$ cat config.mk
export PLATFORM = sky130hd
export DESIGN_NAME = dmux_rr_dispatcher
export DESIGN_NICKNAME = d
export VERILOG_FILES = /design/src/rtl/dmux_rr_dispatcher.sv
export SDC_FILE = /design/constraint.sdc
export NUM_CORES = 1
export LEC_CHECK = 0
export BUFFER_PORTS_ARGS = -buffer_cell sky130_fd_sc_hd__buf_2
export CAP_MARGIN = 20
export CORE_ASPECT_RATIO = 0.8
export CORE_MARGIN = 10
export CORE_UTILIZATION = 35
export CTS_BUF_LIST = sky130_fd_sc_hd__clkbuf_8
export CTS_CLUSTER_SIZE = 25
export DETAILED_ROUTE_END_ITERATION = 16
export PLACE_DENSITY = 0.67
export REMOVE_ABC_BUFFERS = 1
export SKIP_CTS_REPAIR_TIMING = 1
export SLEW_MARGIN = 20
export SYNTH_ARGS = -nofsm -noshare
export SYNTH_HDL_FRONTEND = slang
export SYNTH_SLANG_ARGS = --single-unit
$ cat constraint.sdc
create_clock -name clk -period 1.9 [get_ports clk]
set_input_delay 0.38 -clock clk [delete_from_list [all_inputs] [get_ports clk]]
set_output_delay 0.38 -clock clk [all_outputs]
set_load 0.1 [all_outputs]
$ cat src/rtl/dmux_rr_dispatcher.sv
// -----------------------------------------------------------------------------
// dmux_rr_dispatcher
//
// Round-robin dispatcher for a 1-to-4, 4-bit demultiplexer datapath.
// A single producer delivers 4-bit words over a valid/ready handshake. Each
// accepted word goes into the one-entry holding register of the channel
// currently addressed by the round-robin pointer. Each channel (a, b, c, d)
// hands its word to an independent consumer over its own valid/ready handshake.
//
// Ports
//   clk        rising-edge clock
//   rst        asynchronous, active-high reset (clears all valids and pointer)
//   en         dispatch enable; low blocks new accepts and freezes the pointer
//   in_data    input word
//   in_valid   producer has a word on in_data
//   in_ready   word is accepted this cycle (combinational)
//   a, b, c, d channel data; the held word while valid, otherwise 4'b0000
//   out_valid  per-channel valid, bit 0 = a ... bit 3 = d
//   out_ready  per-channel consumer ready, bit 0 = a ... bit 3 = d
//   sel        round-robin pointer (next target channel)
//
// Build option
//   DMUX_RR_SKIP_BUSY_EN  undefined: strict order, the target is always sel.
//                         defined:   the target is the first accepting channel
//                                    searching sel, sel+1, sel+2, sel+3.
// -----------------------------------------------------------------------------
module dmux_rr_dispatcher (
    input  logic       clk,
    input  logic       rst,
    input  logic       en,
    input  logic [3:0] in_data,
    input  logic       in_valid,
    output logic       in_ready,
    output logic [3:0] a,
    output logic [3:0] b,
    output logic [3:0] c,
    output logic [3:0] d,
    output logic [3:0] out_valid,
    input  logic [3:0] out_ready,
    output logic [1:0] sel
);

    // Holding registers carry no reset: their contents are never visible
    // unless the matching full bit is set, and the full bits do reset.
    logic [3:0] hold [4];
    logic [3:0] full;
    logic [1:0] ptr;

    logic [3:0] accepting;
    logic [3:0] consume;
    logic [3:0] write;
    logic [1:0] target;
    logic       target_ok;
    logic       accept;

    // Returns {found, channel}. A channel that is being drained this cycle
    // counts as accepting, so a full channel can be refilled without a bubble.
    function automatic logic [2:0] pick_target(input logic [1:0] start,
                                               input logic [3:0] acc);
`ifdef DMUX_RR_SKIP_BUSY_EN
        logic [2:0] res;
        logic [1:0] idx;
        res = {1'b0, start};
        // Walk from the farthest offset back to zero so the nearest hit wins.
        for (int k = 3; k >= 0; k--) begin
            idx = start + 2'(k);
            if (acc[idx]) begin
                res = {1'b1, idx};
            end
        end
        return res;
`else
        return {acc[start], start};
`endif
    endfunction

    always_comb begin
        accepting           = ~full | out_ready;
        consume             = full & out_ready;
        {target_ok, target} = pick_target(ptr, accepting);
        // Holding off while reset is asserted keeps the producer from
        // believing a word was taken that the cleared state will never show.
        in_ready            = en & ~rst & target_ok;
        accept              = in_valid & in_ready;
        write               = accept ? (4'b0001 << target) : 4'b0000;
    end

    // Control state: channel occupancy and the round-robin pointer.
    // A write wins over a consume on the same channel so the valid stays up.
    always_ff @(posedge clk or posedge rst) begin
        if (rst) begin
            full <= 4'b0000;
            ptr  <= 2'b00;
        end else begin
            full <= (full & ~consume) | write;
            if (accept) begin
                ptr <= target + 2'd1;
            end
        end
    end

    // Datapath: only the addressed holding register loads.
    always_ff @(posedge clk) begin
        for (int i = 0; i < 4; i++) begin
            if (write[i]) begin
                hold[i] <= in_data;
            end
        end
    end

    assign a         = full[0] ? hold[0] : 4'b0000;
    assign b         = full[1] ? hold[1] : 4'b0000;
    assign c         = full[2] ? hold[2] : 4'b0000;
    assign d         = full[3] ? hold[3] : 4'b0000;
    assign out_valid = full;
    assign sel       = ptr;

endmodule
# [Word-level counts from Yosys, hierarchy flattened]
# Memories as Yosys holds them, arrays and structs flattened.
# Index checks and enable logic that the tools add are counted.
[totals] input_bits=12 ramBits=16 n_memories=1 wordCells=31 ff_bits=6 output_inout_bits=23
[mem_list] memory="hold" depth=4 word_bits=4 rd=4 rd_clocked_by_memory_dff=0 wr=4 line_no="45" text="logic [3:0] hold [4];"
[op_classes] n_mux=15 bitwise_logic=10 shifts=1 addsub=1 n_lt_le_gt_ge=1
[op_table] operator="two-way mux 4 bit" count=5
[op_table] operator="two-way mux 1 bit" count=9
[op_table] operator="bitwise AND 4 bit" count=2
[op_table] operator="NOT 4 bit" count=2
[op_table] operator="OR 4 bit" count=2
[op_table] operator="<< shifter 1 x 2 -> 4 bit, first input constant" count=1
[op_table] operator="bitwise AND 1 bit" count=3
[op_table] operator="less-than comparator 2 x 3 -> 1 bit, second input constant" count=1
[op_table] operator="adder 2 x 1 -> 2 bit, second input constant" count=1
[op_table] operator="binary-select mux 1 bit (select 2 bit)" count=1
[op_table] operator="NOT 1 bit" count=1

# [Longest topological paths before layout]
[logic_depth] word_depth=9 mapped_depth=4 mapped_depth_nobuf=4

# [Worst setup path before layout]
# Ideal clock, no wire load.
[synth_timing] path_kind="register -> output" start="register ptr[0], in the netlist sel[0]" end="output port in_ready" t_arrival_ns=3.013 path_buffers=1 slack_ns=-1.493 stages_incl_launch_ff=5 required_ns=1.520 path_cell_list="dfrtp_1 -> inv_2 -> mux4_2 -> buf_6 -> nor3b_2"
[synth_via] elab_chain_cells=3
[synth_rtl] item="start: declaration" line_no="47" text="logic [1:0] ptr;"
[synth_rtl] item="start signal: assignment" line_no="97" text="ptr <= target + 2'd1;"
[synth_rtl] item="binary-select mux 1 bit (select 2 bit)" line_no="73" text="return {acc[start], start};"
[synth_rtl] item="two-way mux 1 bit (implied by the code)" line_no="73"
[synth_rtl] item="bitwise AND 1 bit" line_no="83" text="in_ready = en & ~rst & target_ok;"
[synth_rtl] item="end: declaration" line_no="33" text="output logic in_ready,"
# No other way between the ends. The select of a mux whose other input is x is not followed.

# [Final worst setup path]
[layout_timing] start="register full[2], in the netlist out_valid[2]" end="output port in_ready"
[layout_via] elab_chain_cells=5
[layout_rtl] item="start: declaration" line_no="46" text="logic [3:0] full;"
[layout_rtl] item="start signal: assignment" line_no="95" text="full <= (full & ~consume) | write;"
[layout_rtl] item="NOT 4 bit" line_no="78" text="accepting = ~full | out_ready;"
[layout_rtl] item="OR 4 bit" line_no="78"
[layout_rtl] item="binary-select mux 1 bit (select 2 bit)" line_no="73"
[layout_rtl] item="two-way mux 1 bit (implied by the code)" line_no="73"
[layout_rtl] item="bitwise AND 1 bit" line_no="83"
# No other way between the ends. The select of a mux whose other input is x is not followed.

==> key figures <==
Finish
  • Most frequent cells in the layout: 33 x buf_2, 16 x and2_1, 16 x edfxtp_1
  • Final net count: 142
  • Commonest non-fill, non-tap cell in the layout: buf_2
  • Ant. Diodes: 0
  • Fillers: 246
  • Share of cells above drive strength 1: 49.2%
  • Layout Utilization: 50.9%
  • Final Instance Area: 1420 um^2
  • Non-filler cells, final: 162
  • Area growth, synth to finish: 38.8%

Floorplan
  • Core Area: 2790 um^2
  • Ports: 35
  • Row cnt: 17
  • Die Area: 5500 um^2
  • Die H: 68.3 um
  • Die width: 80.4 um
  • Initial Util: 36.7%

Timing
  • TNS Setup: -199 ps
  • FMAX: 476 MHz
  • Setup Skew: 1.09 ps
  • Fin crit period: 2100 ps
  • Final Worst Setup Slack: -199 ps
  • Setup Viol. Count Final: 1
  • Worst Tran Pin Value: 494 ps
  • Final Hold Vio Count: 0
  • RSZ-0062 raised after global routing: true
  • Fin crit share: 110%
  • Relative slew slack: 67.3%
  • Count of pins over their slew limit: 0

Route
  • Top Metal Used: met4
  • Vias/cell: 4.68
  • WL met1: 1110 um
  • Avg WL per Cell: 15.2 um
  • TritonRoute pass-1 iters: 3
  • Antenna Nets Post-Route: 0
  • DRC viols: 0
  • Met3 WL post-DR: 198 um
  • Met2 wire len: 1140 um
  • WL final: 2470 um
  • Vias: 758
  • Initial DRC Count: 39

Clock network
  • Skew-Pair Late Insertion Delay: 250 ps
  • Clock transition at path regs: 70 ps
  • Clock Path Buffers: 2
  • Sink Count: 22
  • CTS H-tree lvls: 1
  • Root buffer cell: clkbuf_8
  • CTS tree: built
  • TritonCTS Buffers: 3

Setup path
  • Crit-path max FO: 2
  • WP data arrival: 1720 ps
  • Setup CP Type: reg -> out
  • CP peak stage delay: 510 ps
  • CP required: 1520 ps
  • Crit. End Element: output port
  • Cell Chain, Critical Path: nor2b_4 -> mux4_2 -> nor3b_4 -> buf_12
  • Worst path slowest cell: mux4_2
  • Crit start category: flip-flop

Global route
  • Total Routing Usage GR: 8.62%
  • Vias in the first global route: 752
  • Largest net degree at the start of global routing: 12
  • First-pass GRT wire length: 3640 um
  • GRT overflow: 0
  • Initial antenna violation count: 0

Yosys
  • Yosys reg bits: 22
  • Part of the Yosys area used for sequential elements: 61.7%
  • EDFF count, synth: 16
  • Mux cell area share after synthesis: 2.20%
  • Cell accounting for the most synthesized area: edfxtp_1
  • Yosys warnings: 0
  • Synth Area in XOR/XNOR: 0%
  • Ys async rst share: 27.3%
  • Post-Syn Area: 1020 um^2
  • Post-synthesis compound-gate area fraction: 7.47%
  • Area share of fa/ha/maj cells after synthesis: 4.90%
  • Top-area cell type share of the netlist area: 47.0%
  • Simple logic cell fraction of the synthesized area: 21.5%
  • Synth Instances: 75
  • Largest family of logic cells by synthesized area: simple AND/OR/NAND/NOR gates
  • Netlist cell types: 22
  • Synth top area cells: edfxtp_1 47%, dfrtp_1 15%, and2_1 9.8%, ha_1 4.9%, o21bai_1 2.9%
  • Syn avg cell area: 13.6 um^2
  • Top flip-flop cell by instance count after synthesis: edfxtp_1

Placed design
  • Placed instance area: 1310 um^2
  • IO Port Bufs: 34
  • Inst Count DP: 155
  • Post-DP HPWL: 2000 um
  • Routability-driven placement congestion ratio: 0.937
  • Pre-CTS WS: 9.90 ps

Pwr
  • Pint: 0.884 mW
  • Power share of the clock group: 17.6%
  • Combinational power share: 45.9%
  • Sw Pwr: 0.702 mW
  • Switch share: 44.3%
  • Cell area power density: 1120 nW/um^2
  • Max rail drop VDD: 0.000487 V
  • Static Leak: 0.659 nW
  • Flop pwr share: 36.6%

Run
  • Max Cap Viol: 0

Status
  • Status: complete, but fails checks
  • Failing checks: negative setup slack

Worst hold path
  • Hold WC Path Type: in -> async
-- worst paths after layout --
check	start	endpoint	slack [ps]	cells after the start
setup / recovery	out_valid[2]$_DFF_PP0_	in_ready	-200	4
hold / removal	rst	out_valid[0]$_DFF_PP0_	70	2
setup reg to reg	out_valid[2]$_DFF_PP0_	hold[0][3]$_DFFE_PP_	60	4
hold reg to reg	out_valid[2]$_DFF_PP0_	out_valid[2]$_DFF_PP0_	650	2
max in group asynchronous	rst	out_valid[1]$_DFF_PP0_	1630	2
min in group clk	in_data[3]	hold[3][3]$_DFFE_PP_	360	1
-- layout make-up --
class	count	area, um^2	area share (%)
Tap cell	38	47.5	3.35
Multi-Input combinational cell	49	405	28.6
Timing Repair Buffer	47	283	19.9
Clock buffer	3	41.3	2.91
Sequential cell	22	631	44.4
Inverter	3	11.3	0.794
-- critical path: cells and delay by family, from the launching register on --
kind	cells	cell delay (ps)
buffers and inverters	1	200
muxes	1	510
DFF	1	380
and+or+nand+nor	2	360
-- registers in the layout, summed over array words and instances, names as in the netlist --
signal and cells:
hold 16, out_valid 4, sel 2
-- per-layer routing --
metal	vias to the layer above	track usage, %
li1	367	-
met1	365	10.7
met2	24	13.4
met3	2	3.66
met4	0	2.63
met5	-	0
-- through the flow --
step	power, mW	hold WS [ps]
global route	1.66	87.4
floorplan	1.11	171
CTS	1.56	60.2
global placement	1.28	343
finish	1.59	74.9
detailed placement	1.29	342
-- cell usage after synthesis (2+ instances only) --
library cell / instances
inv_1: 2
and3b_1: 2
nor2_1: 4
and2_1: 16
dfrtp_1: 6
ha_1: 4
edfxtp_1: 16
nor3b_1: 2
nor2b_1: 4
nand2_1: 4
o21bai_1: 4
-- power groups by stage --
| stage | clock (mW) | sequential [mW] | combinational (mW) |
|---|---|---|---|
| 2_1_floorplan | 0 | 0.814 | 0.291 |
| 3_3_place_gp | 0 | 0.588 | 0.693 |
| 3_5_place_dp | 0 | 0.589 | 0.696 |
| 4_1_cts | 0.288 | 0.579 | 0.698 |
| 5_1_grt | 0.305 | 0.584 | 0.769 |
| 6_report | 0.278 | 0.580 | 0.727 |
-- cells by family (layout without fill, tap and decap cells) --
| logic type | after synthesis | count (layout) |
|---|---|---|
| simple gates | 35 | 35 |
| buf+inv | 4 | 53 |
| mux | 1 | 1 |
| compound gates | 9 | 9 |
| fa+ha+maj | 4 | 4 |
| flops | 22 | 22 |
(Power assumes the default switching activity.)
